[src/rtl/color_selector_pkg.sv]
// Shared constants for the colour-selector step sequencer: step numbers,
// push-button codes, saturation limits and the colour-to-RGB lookup.
package color_selector_pkg;

    localparam logic [6:0] LW_STEP_DEF   = 7'h11;
    localparam logic [6:0] SEG_STEP_DEF  = 7'h49;
    localparam logic [6:0] LED_STEP_DEF  = 7'h4A;
    localparam logic [6:0] LAST_STEP_DEF = 7'h4B;

    localparam logic [1:0] COLOR_MAX = 2'd2;
    localparam logic [4:0] LEVEL_MAX = 5'd31;

    // Only these exact one-hot codes move the level; multi-hot is ignored.
    localparam logic [2:0] PB_INC     = 3'b100;
    localparam logic [2:0] PB_DEC     = 3'b001;
    localparam int         PB_COL_BIT = 1;

    localparam logic [23:0] RGB_RED   = 24'hFF0000;
    localparam logic [23:0] RGB_GREEN = 24'h00FF00;
    localparam logic [23:0] RGB_BLUE  = 24'h0000FF;

    typedef enum logic [1:0] {
        COL_RED   = 2'd0,
        COL_GREEN = 2'd1,
        COL_BLUE  = 2'd2
    } color_e;

    function automatic logic [23:0] color_rgb(input logic [1:0] c);
        case (c)
            COL_RED:   return RGB_RED;
            COL_GREEN: return RGB_GREEN;
            COL_BLUE:  return RGB_BLUE;
            default:   return 24'h000000;
        endcase
    endfunction

endpackage

[src/rtl/color_selector_wrapper_cs_step_seq.sv]
// Free-running 7-bit step counter that wraps after LAST_STEP, plus registered
// one-cycle strobes that are high while the counter equals each event step.
module cs_step_seq
    import color_selector_pkg::*;
#(
    parameter logic [6:0] LW_STEP   = LW_STEP_DEF,
    parameter logic [6:0] SEG_STEP  = SEG_STEP_DEF,
    parameter logic [6:0] LED_STEP  = LED_STEP_DEF,
    parameter logic [6:0] LAST_STEP = LAST_STEP_DEF
) (
    input  logic       CLK,
    input  logic       RESET,
    output logic [6:0] pc,
    output logic       lw_hit,
    output logic       seg_hit,
    output logic       led_hit
);

    logic [6:0] pc_next;

    always_comb begin
        pc_next = (pc == LAST_STEP) ? 7'h00 : pc + 7'h01;
    end

    // Strobes are decoded from pc_next so they line up with pc without a
    // combinational compare on the output side.
    always_ff @(posedge CLK) begin
        if (!RESET) begin
            pc      <= 7'h00;
            lw_hit  <= (LW_STEP  == 7'h00);
            seg_hit <= (SEG_STEP == 7'h00);
            led_hit <= (LED_STEP == 7'h00);
        end else begin
            pc      <= pc_next;
            lw_hit  <= (pc_next == LW_STEP);
            seg_hit <= (pc_next == SEG_STEP);
            led_hit <= (pc_next == LED_STEP);
        end
    end

endmodule

[src/rtl/color_selector_wrapper.sv]
// Colour-selector application wrapper: hardwired step sequencer driving LEDs,
// seven-segment level, OLED pixel and UART. Optional macro: UART_ECHO_EN.
module color_selector_wrapper
    import color_selector_pkg::*;
#(
    parameter int         N_LEDs_OUT = 8,
    parameter int         N_DIPs     = 16,
    parameter int         N_PBs      = 3,
    parameter logic [6:0] LW_STEP    = LW_STEP_DEF,
    parameter logic [6:0] SEG_STEP   = SEG_STEP_DEF,
    parameter logic [6:0] LED_STEP   = LED_STEP_DEF,
    parameter logic [6:0] LAST_STEP  = LAST_STEP_DEF
) (
    input  logic                  CLK,
    input  logic                  RESET,
    input  logic [N_DIPs-1:0]     DIP,
    input  logic [N_PBs-1:0]      PB,
    output logic [N_LEDs_OUT-1:0] LED_OUT,
    output logic [6:0]            LED_PC,
    output logic [31:0]           SEVENSEGHEX,
    output logic [7:0]            UART_TX,
    input  logic                  UART_TX_ready,
    output logic                  UART_TX_valid,
    input  logic [7:0]            UART_RX,
    input  logic                  UART_RX_valid,
    output logic                  UART_RX_ack,
    output logic                  OLED_Write,
    output logic [6:0]            OLED_Col,
    output logic [5:0]            OLED_Row,
    output logic [23:0]           OLED_Data,
    input  logic [31:0]           ACCEL_Data,
    output logic                  ACCEL_DReady
);

    logic              lw_hit, seg_hit, led_hit;
    logic [N_PBs-1:0]  pb_q;
    logic [N_DIPs-1:0] dip_q;
    logic [31:0]       accel_q;
    logic [4:0]        level_q;
    logic [1:0]        color_q;
    logic [1:0]        color_nxt;
    logic              oled_write_q;
    logic [6:0]        oled_col_q;
    logic [23:0]       oled_data_q;
    logic              rx_hold_q, rx_ack_q, rx_accept;
    logic signed [1:0] level_delta;

    function automatic logic [4:0] sat_level(input logic [4:0] lvl,
                                             input logic signed [1:0] delta);
        logic signed [6:0] sum;
        sum = $signed({2'b00, lvl}) + 7'(delta);
        if (sum < 7'sd0)
            return 5'd0;
        else if (sum > $signed({2'b00, LEVEL_MAX}))
            return LEVEL_MAX;
        else
            return sum[4:0];
    endfunction

    function automatic logic [1:0] color_step(input logic [1:0] c, input logic adv);
        case (c)
            COL_RED:   return adv ? COL_GREEN : COL_RED;
            COL_GREEN: return adv ? COL_BLUE  : COL_GREEN;
            COL_BLUE:  return adv ? COL_RED   : COL_BLUE;
            default:   return COL_RED;
        endcase
    endfunction

    cs_step_seq #(
        .LW_STEP   (LW_STEP),
        .SEG_STEP  (SEG_STEP),
        .LED_STEP  (LED_STEP),
        .LAST_STEP (LAST_STEP)
    ) u_seq (
        .CLK     (CLK),
        .RESET   (RESET),
        .pc      (LED_PC),
        .lw_hit  (lw_hit),
        .seg_hit (seg_hit),
        .led_hit (led_hit)
    );

    always_comb begin
        level_delta = 2'sd0;
        if (pb_q == N_PBs'(PB_INC))
            level_delta = 2'sd1;
        else if (pb_q == N_PBs'(PB_DEC))
            level_delta = -2'sd1;
        color_nxt = color_step(color_q, pb_q[PB_COL_BIT]);
    end

    // Input sampling, level/colour update and OLED pixel write.
    always_ff @(posedge CLK) begin
        if (!RESET) begin
            pb_q         <= '0;
            dip_q        <= '0;
            accel_q      <= '0;
            level_q      <= '0;
            color_q      <= COL_RED;
            oled_write_q <= 1'b0;
            oled_col_q   <= '0;
            oled_data_q  <= '0;
        end else begin
            if (lw_hit) begin
                pb_q    <= PB;
                dip_q   <= DIP;
                accel_q <= ACCEL_Data;
            end
            if (seg_hit)
                level_q <= sat_level(level_q, level_delta);
            if (led_hit) begin
                color_q     <= color_nxt;
                oled_col_q  <= {2'b00, level_q};
                oled_data_q <= color_rgb(color_nxt);
            end
            oled_write_q <= led_hit;
        end
    end

`ifdef UART_ECHO_EN
    logic [7:0] tx_data_q;
    logic       tx_valid_q;

    // A new byte is held off while the previous echo is still pending.
    assign rx_accept = UART_RX_valid && !rx_hold_q && !tx_valid_q;

    always_ff @(posedge CLK) begin
        if (!RESET) begin
            tx_data_q  <= '0;
            tx_valid_q <= 1'b0;
        end else if (rx_accept) begin
            tx_data_q  <= UART_RX;
            tx_valid_q <= 1'b1;
        end else if (tx_valid_q && UART_TX_ready) begin
            tx_valid_q <= 1'b0;
        end
    end

    assign UART_TX       = tx_data_q;
    assign UART_TX_valid = tx_valid_q;
`else
    assign rx_accept     = UART_RX_valid && !rx_hold_q;
    assign UART_TX       = 8'h00;
    assign UART_TX_valid = 1'b0;
`endif

    always_ff @(posedge CLK) begin
        if (!RESET) begin
            rx_hold_q <= 1'b0;
            rx_ack_q  <= 1'b0;
        end else begin
            rx_ack_q <= rx_accept;
            if (!UART_RX_valid)
                rx_hold_q <= 1'b0;
            else if (rx_accept)
                rx_hold_q <= 1'b1;
        end
    end

    assign UART_RX_ack  = rx_ack_q;
    assign ACCEL_DReady = lw_hit;
    assign LED_OUT      = N_LEDs_OUT'(color_q);
    assign SEVENSEGHEX  = {16'h0000, level_q, 11'h000};
    assign OLED_Write   = oled_write_q;
    assign OLED_Col     = oled_col_q;
    assign OLED_Row     = 6'd0;
    assign OLED_Data    = oled_data_q;

endmodule

[config.mk]
export PLATFORM = sky130hd
export DESIGN_NAME = color_selector_wrapper
export DESIGN_NICKNAME = d
export VERILOG_FILES = /design/src/rtl/color_selector_pkg.sv /design/src/rtl/color_selector_wrapper_cs_step_seq.sv /design/src/rtl/color_selector_wrapper.sv
export SDC_FILE = /design/constraint.sdc
export NUM_CORES = 1
export LEC_CHECK = 0
export ABC_AREA = 1
export CAP_MARGIN = 15
export CELL_PAD_IN_SITES_DETAIL_PLACEMENT = 1
export CELL_PAD_IN_SITES_GLOBAL_PLACEMENT = 1
export CORE_MARGIN = 2
export CORE_UTILIZATION = 20
export DETAILED_ROUTE_END_ITERATION = 6
export PLACE_DENSITY_LB_ADDON = 0.1
export SLEW_MARGIN = 5
export SYNTH_ARGS = -nofsm -noshare
export SYNTH_HDL_FRONTEND = slang
export SYNTH_SLANG_ARGS = --single-unit
[constraint.sdc]
create_clock -name CLK -period 1.75 [get_ports CLK]
set_input_delay 0.525 -clock CLK [delete_from_list [all_inputs] [get_ports CLK]]
set_output_delay 0.525 -clock CLK [all_outputs]
set_load 0.005 [all_outputs]
After elaboration in Yosys (flattened, before gate mapping)
Index checks and enable logic that the tools add are counted.
{ "word_totals": {"output_inout_bits": 96, "input_bits": 63, "word_cells": 41, "reg_bits": 52} }
{ "op_classes": {"magnitude_cmp": 2, "mux": 10, "n_reduce_logical": 5, "addsub": 2, "eq_ne": 10} }
{ "ops": {"columns": ["operator", "n"], "rows": [
  ["case mux 24 bit (3 select lines)", 1],
  ["equality test 7 bit (second input constant)", 3],
  ["two-way mux 5 bit", 2],
  ["two-way mux 2 bit", 4],
  ["adder 6 x 2 -> 7 bit", 1],
  ["adder 7 x 1 -> 7 bit (second input constant)", 1],
  ["equality test 7 x 5 -> 1 bit (second input constant)", 1],
  ["> comparator 7 x 6 -> 1 bit (second input constant)", 1],
  ["less-than comparator 7 x 1 -> 1 bit (second input constant)", 1],
  ["two-way mux 7 bit", 1],
  ["case mux 2 bit (3 select lines)", 1],
  ["equality test 2 x 1 -> 1 bit (second input constant)", 2],
  ["equality test 2 bit (second input constant)", 2],
  ["logical NOT 2 bit", 2],
  ["equality test 3 x 1 -> 1 bit (second input constant)", 1],
  ["equality test 3 bit (second input constant)", 1],
  ["AND reduction 2 bit", 1],
  ["logical AND 1 bit", 1],
  ["logical NOT 1 bit", 1],
  ["two-way mux 1 bit", 1]
]} }

Longest topological paths before layout
{ "logic_depth": {"ltp_word": 7, "depth_mapped": 13, "mapped_depth_nobuf": 13} }

Modules after synthesis
Synthesis repeated with hierarchy kept, for this count alone.
{ "unflattened": {"cells_unflattened": 289, "area_unflattened_um2": 2112.0} }
{ "by_module_without_submodules": {"columns": ["module", "seq_area_each_um2", "area_per_inst_um2", "n_inst", "cells_each"], "rows": [
  ["color_selector_wrapper", 420.4, 1594.0, 1, 216],
  ["cs_step_seq", 200.2, 518.0, 1, 73]
]} }

Least setup slack after synthesis
Ideal clock, no wire load.
{ "synth_path": {"path_kind": "register -> register", "start": "register pb_q[2]", "end": "register level_q[0]", "path_slack_ps": -147, "stages_incl_launch_ff": 14, "setup_time_ps": 69, "arrival_ps": 1828, "n_path_buf": 0, "synth_period_minus_slack_ps": 1897, "path_cell_list": "dfxtp_1 -> inv_1 -> nand2_1 -> nor2_1 -> ha_1 -> nand2_1 -> nand2_1 -> nand2_2 -> nand3_1 -> nand2_1 -> inv_1 -> nor2_4 -> nand2_1 -> a21oi_2"} }
{ "synth_between": {"elab_chain_len": 7, "elab_cells_between_ends": 9, "cone_classes": "add/sub (1); order compare (2); eq/ne (2); mux (4)"} }
{ "synth_rtl": {"columns": ["item", "line_no", "rtl"], "rows": [
  ["start, declared", "color_selector_wrapper.sv:36", "logic [N_PBs-1:0] pb_q;"],
  ["start signal, assigned", "color_selector_wrapper.sv:95", "pb_q <= '0;"],
  ["start signal, assigned", "color_selector_wrapper.sv:105", "pb_q <= PB;"],
  ["equality test 3 x 1 -> 1 bit", "color_selector_wrapper.sv:87", "else if (pb_q == N_PBs'(PB_DEC))"],
  ["two-way mux 2 bit", "color_selector_wrapper.sv:87", null],
  ["two-way mux 2 bit (*)", "color_selector_wrapper.sv:85", "if (pb_q == N_PBs'(PB_INC))"],
  ["adder 6 x 2 -> 7 bit (*)", "color_selector_wrapper.sv:51", "sum = $signed({2'b00, lvl}) + 7'(delta);"],
  ["> comparator 7 x 6 -> 1 bit", "color_selector_wrapper.sv:54", "else if (sum > $signed({2'b00, LEVEL_MAX}))"],
  ["two-way mux 5 bit", "color_selector_wrapper.sv:54", null],
  ["two-way mux 5 bit (*)", "color_selector_wrapper.sv:52", "if (sum < 7'sd0)"],
  ["end signal, assigned", "color_selector_wrapper.sv:110", "level_q <= sat_level(level_q, level_delta);"],
  ["end, declared", "color_selector_wrapper.sv:39", "logic [4:0] level_q;"]
]} }
Every way passes the cells marked *; elsewhere a longest branch is shown, timed or not.
A chain may end at the register's enable or synchronous reset.

Final worst setup path
{ "layout_path": {"start": "register pb_q[1]", "end": "register level_q[4]"} }
Same word-level chain as after synthesis.

==> results.ini <==
[worst_setup_path]
max_stage_delay_ns=0.37
r2r_setup_slack_ns=-0.12
r2r-start=pb_q[1]
r2r_end=level_q[4]
worst_setup_path_end_kind=flop
cpMaxStageDelayCell=dfxtp_4
worstRegToRegCells=12
critPathMaxFanout=5
critPathRequiredTime_ns=1.96
worstSetupStartpointType=flop
critPathMostFrequentCell=nand2_1
critical_path_class=reg2reg
cp.arrival_ns=2.08
cp_cell_sequence=nor2_1 > nand2_1 > nand2_2 > ha_4 > fa_2 > nand4_1 > nand3_2 > nand2_1 > inv_2 > nor2_4 > nand2_1 > a21oi_2

[floorplan]
fp.dieW_um=105
die-area_mm2=0.0111
start_util_pct=20.8
die_y_um=105
rows=36
ioPinCount=159
design.core.area_mm2=0.00986

[synthesis]
ys.flop_type=dfxtp_1
ys_seq_elements=31
yosysUniqueCellTypes=31
synth_area_leaders=dfxtp_1 (30%), buf_4 (26%), nand2_1 (7.5%)
syn_inst=273
syn_area_per_cell_um2=7.52
synth_top_area_share_pct=30.2
synthArstFlopShare_pct=0
yosys_warnings=0
yosysSeqAreaShare_pct=30.2
yosysTopAreaCell=dfxtp_1
synth-edff-count=0
post_synth_instance_area_mm2=0.00205

[finish]
fillers=1171
final_cell_mix=conb_1 (50), clkdlybuf4s50_1 (45), nand2_1 (38)
final_area_mm2=0.00278
final_common_cell=conb_1
finalNonFillerCells=464
antennaDiodeCount=0
syn_to_final_growth_pct=35.2
layout-drive-gt1-share_pct=23.0
final_nets=403

[job]
drv_cap=0

[placement]
place_congestion=0.670
place_area_mm2=0.00254
numPortBuffers=51
dp_hpwl_mm=4.04
place_inst=453

[hold_path]
worstHoldPathType=reg2reg
holdCritStartpoint=rx_hold_q
whs_path_depth=1
min_to=UART_RX_ack

[clock_tree]
cts_tree=yes
cts.sinks=31
insertion_delay_ns=0.27
clk_path_buf_depth=2
cts_buffers=5
htreeDepth=2
cts-root-buf=clkbuf_8
clk_pin_slew_worst_paths_ns=0.07

[timing]
rsz0062_at_grt=yes
finalCriticalPeriod_ns=1.87
fin_ws_ns=-0.122
hold_viol_final=0
fmax_mhz=534
finalClockSkew_ns=0.00557
min_period_over_period_pct=107
setup_viol=5
maxSlewViolCount=0

[power_and_ir_drop]
power_density_mw_per_mm2=521
leakage_uw=0.00128
vdd_drop_max_mv=0.261

[detailed_routing]
dr.first_iter.drc_count=45
dr_total_vias=1693
vias_per_cell=3.65
routed_wl_mm=5.10
firstDrtPassIters=4
antenna_left=0
post_drt_wl_per_cell_um=11.0
post-route-drc-count=0

[outcome]
violations=setup timing
status=finished, violations left

[global_routing]
antenna_found_initial=0
grt_first_pass_wirelength_mm=8.12
grt_overflow=0
grt_pass1_vias=1648
grt_start_max_net_pins=14
grt_use_total_pct=9.05

-- metrics by stage --
stage	util (%)	worst slack (ns)	power, uW	setup TNS, ns	hold WS [ns]
floorplan	-	-0.00926	870	-0.0463	0.368
global placement	25.8	-0.195	842	-0.928	0.371
detailed placement	25.8	-0.210	843	-0.969	0.378
CTS	27.2	-0.161	1480	-0.728	0.389
global route	28.1	-0.234	1520	-1.12	0.425
finish	28.1	-0.122	1450	-0.518	0.384
-- worst max path at each step --
stage / slack [ns] / end / from
final: -0.12 / level_q[4] / pb_q[1]
after global routing: -0.23 / level_q[2] / pb_q[0]
after CTS: -0.16 / level_q[4] / pb_q[1]
after detailed placement: -0.21 / level_q[4] / pb_q[0]
after global placement: -0.19 / level_q[4] / pb_q[0]
after floorplan: -0.009 / level_q[0] / pb_q[2]
-- power breakdown --
group | internal [uW] | switching (uW) | total, uW
registers | 706 | 5.05 | 711
clock network | 359 | 265 | 624
logic | 44.0 | 67.0 | 111
-- registers in the layout, indices dropped and copies added, names as in the netlist, 2 cells and up --
name       cells
level_q        5
OLED_Col       5
pb_q           3
color_q        2
OLED_Data      3
u_seq.pc       7
-- critical path: cells and delay by family (launching register included) --
kind,cells,cell delay [ns]
AND/OR/NAND/NOR,8,0.71
AO/OA/AOI/OAI,1,0.13
adder cells (fa/ha/maj),2,0.53
flip-flops,1,0.37
buffers and inverters,1,0.04
-- layout make-up --
| cell class | instances | area, um2 | area share [%] |
|---|---|---|---|
| clock buffers | 8 | 100 | 3.61 |
| inverters | 25 | 93.8 | 3.38 |
| multi-input cells | 192 | 1060 | 38.2 |
| flip-flops and latches | 31 | 652 | 23.5 |
| well taps | 133 | 166 | 6.00 |
| repair buffers | 75 | 702 | 25.3 |
-- cell usage after synthesis (2+ instances only) --
cell type / number
ha_1: 9
nor3_2: 2
nand3_1: 12
buf_4: 71
nor2_1: 30
a21oi_1: 10
dfxtp_1: 31
a21oi_2: 5
xor2_1: 3
o21ai_0: 10
nand4_1: 5
nor2_4: 2
nand2_1: 41
nor2_2: 2
inv_1: 23
nand2_2: 2
-- what timing repair did --
item	4_1_cts	5_1_grt
gates resized for setup	19	20
cloned	0	0
setup buffers	1	2
pin swaps	4	3
hold buffers	0	0
endpoints found under the setup margin	36	13
hold endpoints to repair	0	0
-- metal layers --
metal  vias up  share of wire, %  GRT usage [%]
li1        854                 -              -
met1       782                47           12.1
met2        55                47           14.4
met3         2               6.0           2.54
met4         0              0.41           2.00
met5         -                 0              0
-- cell families after synthesis --
kind of cell	share of synthesized area (%)
and+or+nand+nor	23.0
adders and majority gates	6.46
AOI/OAI and AO/OA	7.25
xor gates and xnor gates	1.71
buffers and inverters	31.1
DFF	30.2
other	0.183
Note: power is estimated with default switching activity, not from simulation.
